File: src/rtl/coef_pair_loader.sv
// -----------------------------------------------------------------------------
// coef_pair_loader
//
// Accepts a stream of unsigned 16-bit coefficients over a valid/ready
// handshake, reduces each one into [0, Q), and writes them pairwise
// (even/odd address) into the NTT wrapper's dual-port load interface.
// One polynomial of N coefficients is loaded per load_start request.
//
// Ports:
//   clk                      - single clock, rising edge
//   rst                      - asynchronous reset, active low
//   load_start               - single-cycle request to begin a load
//   abort                    - synchronous cancel of the load in progress
//   in_valid/in_ready/in_data- upstream coefficient handshake
//   we                       - one-cycle write strobe per coefficient pair
//   address_ina/address_inb  - even/odd write addresses (2k, 2k+1)
//   data_ina/data_inb        - even/odd reduced coefficients
//   busy                     - load in progress (same as in_ready)
//   load_done                - all N coefficients written
//   range_err                - sticky: a coefficient >= 2Q arrived this load
// -----------------------------------------------------------------------------
module coef_pair_loader #(
    parameter int N = 256,
    parameter int Q = 3329
) (
    input  logic        clk,
    input  logic        rst,
    input  logic        load_start,
    input  logic        abort,
    input  logic        in_valid,
    output logic        in_ready,
    input  logic [15:0] in_data,
    output logic        we,
    output logic [7:0]  address_ina,
    output logic [7:0]  address_inb,
    output logic [15:0] data_ina,
    output logic [15:0] data_inb,
    output logic        busy,
    output logic        load_done,
    output logic        range_err
);

    typedef enum logic [1:0] {
        IDLE,
        EVEN,
        ODD,
        DONE
    } state_t;

    localparam logic [6:0]  K_LAST = 7'(N / 2 - 1);
    localparam logic [16:0] Q_EXT  = 17'(Q);
    localparam logic [16:0] Q2_EXT = 17'(2 * Q);

    state_t      state;
    state_t      state_next;
    logic [6:0]  k;
    logic [15:0] held;
    logic        xfer;
    logic        start_ok;
    logic        last_pair;
    logic [16:0] x_ext;
    logic [15:0] x_red;
    logic        x_oor;

    assign in_ready  = (state == EVEN) || (state == ODD);
    assign busy      = in_ready;
    assign xfer      = in_valid && in_ready;
    assign start_ok  = load_start && ((state == IDLE) || (state == DONE));
    assign last_pair = (k == K_LAST);

    // Single conditional subtraction is enough for inputs below 2Q; anything
    // larger is treated as corrupt input, written as 0 and flagged.
    always_comb begin
        x_ext = {1'b0, in_data};
        x_red = in_data;
        x_oor = 1'b0;
        if (x_ext >= Q2_EXT) begin
            x_red = 16'd0;
            x_oor = 1'b1;
        end else if (x_ext >= Q_EXT) begin
            x_red = 16'(x_ext - Q_EXT);
        end
    end

    always_ff @(posedge clk or negedge rst) begin
        if (!rst) begin
            state <= IDLE;
        end else begin
            state <= state_next;
        end
    end

    // Abort takes priority over everything, including a same-cycle
    // load_start or a pending ODD transfer.
    always_comb begin
        state_next = state;
        if (abort) begin
            state_next = IDLE;
        end else begin
            case (state)
                IDLE, DONE: begin
                    if (load_start) begin
                        state_next = EVEN;
                    end
                end
                EVEN: begin
                    if (xfer) begin
                        state_next = ODD;
                    end
                end
                ODD: begin
                    if (xfer) begin
                        state_next = last_pair ? DONE : EVEN;
                    end
                end
                default: state_next = IDLE;
            endcase
        end
    end

    // The even coefficient waits in 'held' until its odd partner arrives;
    // the pair is then written as a registered beat on the following cycle,
    // which is why load_done is raised on the same edge as the final we.
    always_ff @(posedge clk or negedge rst) begin
        if (!rst) begin
            k           <= '0;
            held        <= '0;
            we          <= 1'b0;
            address_ina <= '0;
            address_inb <= '0;
            data_ina    <= '0;
            data_inb    <= '0;
            load_done   <= 1'b0;
            range_err   <= 1'b0;
        end else begin
            we <= 1'b0;
            if (abort) begin
                load_done <= 1'b0;
            end else if (start_ok) begin
                k         <= '0;
                load_done <= 1'b0;
                range_err <= 1'b0;
            end else if (xfer) begin
                if (x_oor) begin
                    range_err <= 1'b1;
                end
                if (state == EVEN) begin
                    held <= x_red;
                end else begin
                    we          <= 1'b1;
                    address_ina <= {k, 1'b0};
                    address_inb <= {k, 1'b1};
                    data_ina    <= held;
                    data_inb    <= x_red;
                    k           <= k + 7'd1;
                    if (last_pair) begin
                        load_done <= 1'b1;
                    end
                end
            end
        end
    end

endmodule

File: config.mk
export PLATFORM = sky130hd
export DESIGN_NAME = coef_pair_loader
export DESIGN_NICKNAME = d
export VERILOG_FILES = /design/src/rtl/coef_pair_loader.sv
export SDC_FILE = /design/constraint.sdc
export NUM_CORES = 1
export LEC_CHECK = 0
export BUFFER_PORTS_ARGS = -buffer_cell sky130_fd_sc_hd__buf_4
export CORE_MARGIN = 5
export CORE_UTILIZATION = 54
export DETAILED_ROUTE_END_ITERATION = 6
export PLACE_DENSITY = 0.8
export SYNTH_ARGS = -nofsm -noshare
export SYNTH_HDL_FRONTEND = slang
export SYNTH_SLANG_ARGS = --single-unit
File: constraint.sdc
create_clock -name clk -period 2.5 [get_ports clk]
set_input_delay 0.5 -clock clk [delete_from_list [all_inputs] [get_ports clk]]
set_output_delay 0.5 -clock clk [all_outputs]
set_load 0.05 [all_outputs]
==> results of run 1 <==
-- worst paths after layout --
check / from / to / slack [ps]
worst min register to register: held[7]$_DFFE_PN0P_ / data_ina[7]$_DFFE_PN0P_ / 470
worst max register to register: state[0]$_DFFE_PN0P_ / data_inb[4]$_DFFE_PN0P_ / 490
worst max-delay path: state[0]$_DFFE_PN0P_ / data_inb[4]$_DFFE_PN0P_ / 490
worst min-delay path: rst / address_inb[0]$_DFFE_PN0P_ / 260
max in group asynchronous: rst / held[0]$_DFFE_PN0P_ / 1680
min in group clk: abort / load_done$_DFFE_PN0P_ / 360
-- synthesized netlist by cell type, types with 2 or more instances --
cell type / n
nand3_1: 6
dfrtp_1: 68
and3_1: 2
clkbuf_1: 11
o211ai_1: 4
nor4_1: 2
nor3_1: 3
or3_1: 2
mux2_2: 3
buf_2: 3
a22o_1: 5
inv_1: 11
a31o_2: 3
xor2_1: 8
o21ai_0: 30
buf_4: 9
xnor2_1: 3
o31ai_1: 8
a21oi_1: 12
ha_1: 6
o21ai_1: 3
nand2_1: 108
nor2_1: 13
a31oi_1: 4
-- power by group through the flow --
| stage | clock network [W] | logic (W) | registers, W |
|---|---|---|---|
| finish | 0.000923 | 0.00159 | 0.00148 |
| detailed placement | 0 | 0.00160 | 0.00150 |
| global placement | 0 | 0.00157 | 0.00149 |
| global route | 0.000985 | 0.00170 | 0.00152 |
| CTS | 0.000936 | 0.00161 | 0.00148 |
| floorplan | 0 | 0.000571 | 0.00202 |
-- kinds of logic (layout without fill, tap and decap cells) --
kind of cell / Yosys count / after routing
buffers and inverters: 35 / 107
adder cells (fa/ha/maj): 6 / 6
AND/OR/NAND/NOR: 147 / 147
flip-flops: 68 / 68
other: 1 / 1
multiplexers: 4 / 4
AO/OA/AOI/OAI: 77 / 77
XOR/XNOR: 11 / 11
-- layer usage --
layer	up-vias	share of wire, %	routed length (um)
met5	-	0	0
met4	0	1.4	109
met3	8	6.5	508
met2	97	49	3830
met1	1304	43	3380
li1	1307	-	-
-- flip-flops by register name, indices dropped and copies added (netlist names) --
name and cells:
address_inb 8, data_ina 16, data_inb 16, held 16, k 7, load_done 1, range_err 1, state 2
we 1
-- layout by cell type (no fill, tap or decap), types with 3 or more instances in the layout --
cell	count
nand2_1	108
buf_4	80
dfrtp_1	68
o21ai_0	30
nor2_1	13
a21oi_1	12
inv_1	11
clkbuf_8	11
xor2_1	8
o31ai_1	8
nand3_1	6
ha_1	6
a22o_1	5
a31oi_1	4
o211ai_1	4
nor3_1	3
a31o_2	3
xnor2_1	3
mux2_2	3
o21ai_1	3
-- metrics by stage --
step | setup slack (ps) | area (um^2) | hold slack (ps) | instances | util (%)
5_1_grt | 347 | 3990 | 330 | 496 | 68.1
6_report | 492 | 3990 | 259 | 496 | 68.1
3_5_place_dp | 156 | 3780 | 449 | 480 | 64.7
4_1_cts | 502 | 3990 | 296 | 496 | 68.1
3_3_place_gp | 211 | 3780 | 446 | 480 | 64.7
2_1_floorplan | 570 | 3220 | 204 | 349 | -
-- area by class of cell --
type	count	area (um^2)	area share, %
Clock buffer	12	155	3.89
Tap cell	75	93.8	2.35
Clock inverter	4	47.5	1.19
Multi-Input combinational cell	246	1350	33.8
Inverter	11	41.3	1.04
Sequential cell	68	1700	42.7
Timing Repair Buffer	80	601	15.1
==> flow_metrics.py, run 1 <==
metrics = {
    "routing": {
        "via_per_inst": 5.48,
        "wl_per_cell_um": 15.8,
        "drt_iter0_markers": 157,
        "vias": 2716,
        "first_pass_iters": 4,
        "drtAntennaViolNets": 0,
        "remaining_drc_errors": 0,
        "routed_wirelength_um": 7820,
    },
    "pwr": {
        "ir_drop_mv": 0.640,
        "sequentialPowerShare_pct": 37.0,
        "powerDensity_nw_per_um2": 1000,
        "swShare_pct": 42.6,
        "p_total_w": 0.00399,
        "switchingPower_w": 0.00170,
        "p_leak_nw": 2.05,
        "combPwrFrac_pct": 39.8,
        "clkPwrFrac_pct": 23.1,
        "p_int_w": 0.00229,
    },
    "global_routing": {
        "grt_usage_pct": 22.0,
        "use_met1_pct": 29.5,
        "antenna_found_initial": 0,
        "grt_use_met3_pct": 3.03,
        "grt_overflow": 0,
        "busiest_layer": "met2",
        "grt_first_pass_wirelength_um": 13000,
        "grt_pass1_vias": 2735,
        "grtUsageMet2_pct": 36.1,
        "grt_max_degree": 69,
    },
    "synth": {
        "synth_top_family_by_area": "simple AND/OR/NAND/NOR gates",
        "yosys_warnings": 0,
        "netlist_instances": 349,
        "synth.net_count": 376,
        "synth_top_area_cell": "dfrtp_1",
        "yosysSeqAreaShare_pct": 52.9,
        "ys_seq_elements": 68,
        "synth_mux_area_share_pct": 1.36,
        "synth.distinct_cells": 46,
        "synthFlopType": "dfrtp_1",
        "synth-edff-count": 0,
        "post_synth_xor_area_fraction_pct": 2.99,
        "synth-async-reset-ratio_pct": 100,
        "synth_top_area_share_pct": 52.9,
        "mappedNetlistArea_um2": 3220,
        "yosys-top-cells-area": "dfrtp_1 53%, nand2_1 13%, o21ai_0 4.7%, ha_1 2.3%, xor2_1 2.2%",
        "synth-simple-area-share_pct": 19.7,
        "synth_fa_ha_area_share_pct": 2.33,
        "synth_compound_area_share_pct": 15.4,
        "avgSynthCellArea_um2": 9.22,
    },
    "clocking": {
        "cts.sinks": 68,
        "root_buffer": "clkbuf_8",
        "ctsResizeCount": 0,
        "post_cts_buffers": 0,
        "cts_tree": "done",
        "clockBufferDepth": 2,
        "insertion_delay_ps": 340,
        "h-tree-depth": 3,
        "clk_pin_slew_ps": 70,
        "postCtsHoldBufs": 0,
        "numCtsBuffers": 9,
    },
    "worst_setup_path": {
        "crit_family": "simple AND/OR/NAND/NOR gates",
        "worstPathRequired_ps": 2750,
        "reg2reg_depth": 6,
        "path_depth": 6,
        "cp_max_fo": 8,
        "crit_arrival_ps": 2260,
        "crit_buf_inv": 1,
        "critPathMaxStageDelay_ps": 540,
        "crit_path_start_kind": "flip-flop",
        "end_kind": "flip-flop",
        "cp_cell_sequence": "inv_1 > ha_1 > nor2_1 > nand2_1 > or3_1 > o21ai_0",
        "critical_path.slowest_cell": "or3_1",
        "critical_path_class": "flip-flop to flip-flop",
    },
    "floorplan": {
        "rows": 28,
        "die_area_um2": 7600,
        "die_w_um": 87.2,
        "core_um2": 5850,
        "fp.dieH_um": 87.2,
        "start_util_pct": 55.0,
        "io_pins": 74,
    },
    "sta": {
        "setup_viol": 0,
        "setup_tns_ps": 0,
        "hold_viol": 0,
        "fmax_mhz": 498,
        "fin_crit_sh_pct": 80.3,
        "tightest_slew_ps": 842,
        "skew_ps": 11.2,
        "period_needed_ps": 2010,
        "rsz0062_at_grt": "no",
        "slew_headroom_pct": 43.9,
        "drv_slew": 0,
    },
    "outcome": {
        "outcome": "complete, no violations",
    },
    "final_layout": {
        "nNetsFinal": 443,
        "fillers": 505,
        "antenna_cells": 0,
        "area_growth_pct": 23.9,
        "drive_gt1_share_pct": 25.9,
    },
    "place": {
        "portBuffers": 72,
        "gp_congestion": 0.873,
        "dp_hpwl_um": 5650,
    },
    "flow_run": {
        "cap_violations": 0,
    },
    "worst_hold_path": {
        "hp-class": "primary input to async pin",
    },
}
(Power assumes the default switching activity.)
==> inputs of run 2 (changes only) <==
clock period = 1.85 ns   (was 2.5 ns; I/O delays follow)
==> flow_metrics.py, run 2 (synthesis gave the netlist of run 1 again) <==
metrics = {
    "outcome": {
        "outcome": "complete, no violations",
    },
    "worst_setup_path": {
        "worstPathRequired_ps": 1480,
        "critPathMaxStageDelay_ps": 380,
        "cp_max_fo": 6,
        "r2r_slack_ps": 90,
        "crit_path_start_kind": "flip-flop",
        "crit_arrival_ps": 1420,
        "critical_path.slowest_cell": "dfrtp_1",
        "critical_path_class": "flip-flop to output pin",
        "reg2reg_depth": 7,
        "cp_cell_sequence": "inv_1 > ha_4 > buf_4 > inv_4 > buf_8",
        "end_kind": "output pin",
    },
    "floorplan": {
        "die_w_um": 87.2,
        "die_area_um2": 7600,
        "core_um2": 5850,
        "fp.dieH_um": 87.2,
        "io_pins": 74,
        "rows": 28,
        "start_util_pct": 55.0,
    },
    "final_layout": {
        "fillers": 432,
        "drive_gt1_share_pct": 32.9,
        "nNetsFinal": 475,
        "stdcell_count": 528,
        "design_area_um2": 4350,
        "area_growth_pct": 35.4,
        "antenna_cells": 0,
        "final_cell_mix": "106 x nand2_1, 106 x buf_4, 68 x dfrtp_1",
        "reg.largest.list": "data_ina: 16 flops, data_inb: 16 flops, held: 16 flops",
    },
    "place": {
        "dpl.cell_count": 511,
        "gp_congestion": 0.923,
        "portBuffers": 72,
        "dp_hpwl_um": 5840,
        "placed_area_um2": 4040,
    },
    "sta": {
        "skew_ps": 5.03,
        "fin_crit_sh_pct": 96.6,
        "drv_slew": 0,
        "setup_tns_ps": 0,
        "tightest_slew_ps": 489,
        "slew_headroom_pct": 66.6,
        "fmax_mhz": 559,
        "period_needed_ps": 1790,
        "holdWs_ps": 14.4,
        "hold_viol": 0,
        "setup_viol": 0,
    },
    "global_routing": {
        "antenna_found_initial": 0,
        "grt_overflow": 0,
        "grt_usage_pct": 22.6,
        "grt_first_pass_wirelength_um": 13400,
        "grt_pass1_vias": 2886,
        "grt_max_degree": 69,
    },
    "clocking": {
        "h-tree-depth": 3,
        "clockBufferDepth": 2,
        "cts.sinks": 68,
        "cts_tree": "done",
        "insertion_delay_ps": 340,
        "clk_pin_slew_ps": 70,
        "root_buffer": "clkbuf_8",
        "numCtsBuffers": 9,
    },
    "routing": {
        "routed_wirelength_um": 8100,
        "drtAntennaViolNets": 0,
        "drt_iter0_markers": 148,
        "vias": 2866,
        "wl_per_cell_um": 15.3,
        "first_pass_iters": 4,
        "via_per_inst": 5.43,
        "remaining_drc_errors": 0,
    },
    "flow_run": {
        "cap_violations": 0,
    },
    "pwr": {
        "p_total_w": 0.00581,
        "powerDensity_nw_per_um2": 1330,
        "p_leak_nw": 2.24,
        "ir_drop_mv": 0.965,
    },
    "worst_hold_path": {
        "hp-class": "primary input to async pin",
    },
}
run 2: final timing paths:
path	to	start
setup / recovery	in_ready	state[0]$_DFFE_PN0P_
hold / removal	address_inb[0]$_DFFE_PN0P_	rst
setup reg to reg	held[2]$_DFFE_PN0P_	state[0]$_DFFE_PN0P_
hold reg to reg	data_inb[15]$_DFFE_PN0P_	data_inb[15]$_DFFE_PN0P_
max in group asynchronous	data_ina[13]$_DFFE_PN0P_	rst
min in group clk	load_done$_DFFE_PN0P_	abort
run 2: area by class of cell:
class | count | area (um^2) | area share (%)
inverters | 11 | 43.8 | 1.01
clock inverters | 3 | 67.6 | 1.55
flip-flops and latches | 68 | 1700 | 39.1
clock buffers | 13 | 169 | 3.88
well taps | 75 | 93.8 | 2.16
repair buffers | 112 | 897 | 20.6
multi-input cells | 246 | 1380 | 31.7
run 2: layer usage:
layer	global-route usage, %	up-vias	wire length [um]
met3	3.22	10	521
met1	29.4	1368	3420
met2	37.4	111	4030
met4	10.3	0	131
li1	-	1377	-
met5	0	-	0
run 2: stage by stage:
stage | worst slack (ps) | utilization [%]
floorplan | 6.70 | -
global placement | -195 | 69.1
detailed placement | -240 | 69.1
CTS | 2.64 | 73.7
global route | -17.8 | 74.4
finish | 62.3 | 74.4
run 2: timing repair:
action	4_1_cts	5_1_grt
setup buffers	1	0
pin swaps	0	0
resized for setup	8	10
hold buffers	0	0
setup endpoints to repair	11	17
run 2: critical path: cells and delay by family (launching register included):
| kind | cells | cell delay (ps) |
|---|---|---|
| adders and majority gates | 1 | 220 |
| DFF | 1 | 380 |
| buffers and inverters | 4 | 470 |
run 2: where the power goes:
part	total [W]	internal [W]	switching (W)
clock	0.00143	0.000871	0.000559
combinational	0.00239	0.000782	0.00160
sequential	0.00200	0.00179	0.000207
==> inputs of run 3 (changes only) <==
RECOVER_POWER = 100   (was default)
==> flow_metrics.py, run 3 (synthesis gave the netlist of run 1 again) <==
metrics = {
    "worst_setup_path": {
        "cp_max_fo": 6,
        "end_kind": "output pin",
        "critical_path_class": "flip-flop to output pin",
        "critical_path.slowest_cell": "dfrtp_1",
        "worstPathRequired_ps": 1480,
        "crit_path_start_kind": "flip-flop",
        "crit_family": "buffers and inverters",
        "crit_arrival_ps": 1420,
        "critPathMaxStageDelay_ps": 380,
        "crit_buf_inv": 4,
        "cp_cell_sequence": "inv_1 > ha_4 > buf_4 > inv_4 > buf_8",
    },
    "clocking": {
        "cts.sinks": 68,
        "clockBufferDepth": 2,
        "cts_tree": "done",
        "h-tree-depth": 3,
        "clk_pin_slew_ps": 70,
        "numCtsBuffers": 9,
        "root_buffer": "clkbuf_8",
        "postCtsHoldBufs": 0,
        "insertion_delay_ps": 340,
    },
    "floorplan": {
        "die_area_um2": 7600,
        "start_util_pct": 55.0,
        "die_w_um": 87.2,
        "io_pins": 74,
        "fp.dieH_um": 87.2,
        "core_um2": 5850,
        "rows": 28,
    },
    "pwr": {
        "combPwrFrac_pct": 38.8,
        "p_leak_nw": 2.02,
        "p_int_w": 0.00323,
        "clkPwrFrac_pct": 25.6,
        "sequentialPowerShare_pct": 35.6,
        "swShare_pct": 42.3,
        "ir_drop_mv": 0.874,
        "switchingPower_w": 0.00237,
        "powerDensity_nw_per_um2": 1350,
    },
    "sta": {
        "skew_ps": 5.26,
        "period_needed_ps": 1790,
        "drv_slew": 0,
        "hold_viol": 0,
        "fmax_mhz": 558,
        "tightest_slew_ps": 1470,
        "setup_viol": 0,
        "fin_crit_sh_pct": 96.9,
        "slew_headroom_pct": 2.21,
    },
    "routing": {
        "vias": 2845,
        "via_per_inst": 5.39,
        "remaining_drc_errors": 0,
        "drt_iter0_markers": 173,
        "wl_per_cell_um": 15.3,
        "first_pass_iters": 5,
        "drtAntennaViolNets": 0,
        "routed_wirelength_um": 8090,
    },
    "global_routing": {
        "grt_pass1_vias": 2886,
        "grt_first_pass_wirelength_um": 13400,
        "antenna_found_initial": 0,
        "grt_overflow": 0,
        "grt_usage_pct": 22.6,
        "grt_max_degree": 69,
    },
    "final_layout": {
        "design_area_um2": 4150,
        "nNetsFinal": 475,
        "antenna_cells": 0,
        "reg.largest.list": "data_ina: 16 flops, data_inb: 16 flops, held: 16 flops",
        "drive_gt1_share_pct": 21.9,
        "post-route-util_pct": 71.0,
        "final_cell_mix": "106 x nand2_1, 68 x dfrtp_1, 55 x buf_4",
        "area_growth_pct": 29.1,
        "final_common_cell": "nand2_1",
    },
    "place": {
        "portBuffers": 72,
        "placed_area_um2": 4040,
        "gp_congestion": 0.923,
        "dp_hpwl_um": 5840,
    },
    "outcome": {
        "outcome": "complete, no violations",
    },
    "worst_hold_path": {
        "hp-class": "primary input to flip-flop",
    },
    "flow_run": {
        "cap_violations": 0,
    },
}
==> run 3: power by group through the flow <==
stage	clock network (W)	registers [W]	logic (W)
2_1_floorplan	0	0.00274	0.000771
3_3_place_gp	0	0.00202	0.00221
3_5_place_dp	0	0.00202	0.00225
4_1_cts	0.00144	0.00200	0.00233
5_1_grt	0.00151	0.00204	0.00232
6_report	0.00143	0.00199	0.00217
==> run 3: area by class of cell <==
class / instances / area (um^2)
inverters: 11 / 43.8
well taps: 75 / 93.8
flip-flops and latches: 68 / 1700
clock inverters: 3 / 67.6
repair buffers: 112 / 694
multi-input cells: 246 / 1380
clock buffers: 13 / 169
fillers: 484 / 1700
==> run 3: through the flow <==
| step | std cells | worst slack (ps) | total power, W | TNS [ps] | hold WS, ps |
|---|---|---|---|---|---|
| floorplan | 349 | 6.70 | 0.00351 | 0 | 74.4 |
| global placement | 511 | -195 | 0.00422 | -3890 | 397 |
| detailed placement | 511 | -240 | 0.00427 | -4700 | 404 |
| CTS | 528 | 2.64 | 0.00576 | 0 | 29.9 |
| global route | 528 | -17.8 | 0.00586 | -58.1 | 213 |
| finish | 528 | 58.1 | 0.00559 | 0 | 221 |
==> run 3: per-layer routing <==
metal / wire, um / track usage (%)
met2: 3980 / 37.4
met1: 3470 / 29.4
met3: 508 / 3.22
met5: 0 / 0
met4: 131 / 10.3
==> run 3: final timing paths <==
path                                               start                         end  slack, ps  cells after the start
worst max-delay path                state[0]$_DFFE_PN0P_                    in_ready         60                      5
worst min-delay path                               abort       load_done$_DFFE_PN0P_        220                      2
worst max register to register      state[0]$_DFFE_PN0P_    data_inb[11]$_DFFE_PN0P_         80                      6
worst min register to register  data_inb[15]$_DFFE_PN0P_    data_inb[15]$_DFFE_PN0P_        460                      2
max in group asynchronous                            rst         held[4]$_DFFE_PN0P_        470                      2
min in group asynchronous                            rst  address_inb[0]$_DFFE_PN0P_        490                      2
==> run 3: what timing repair did <==
action / CTS / global route
pin swaps: 0 / 0
hold endpoints to repair: 0 / 0
buffers inserted: 1 / 0
resized for setup: 8 / 10
setup endpoints to repair: 11 / 17
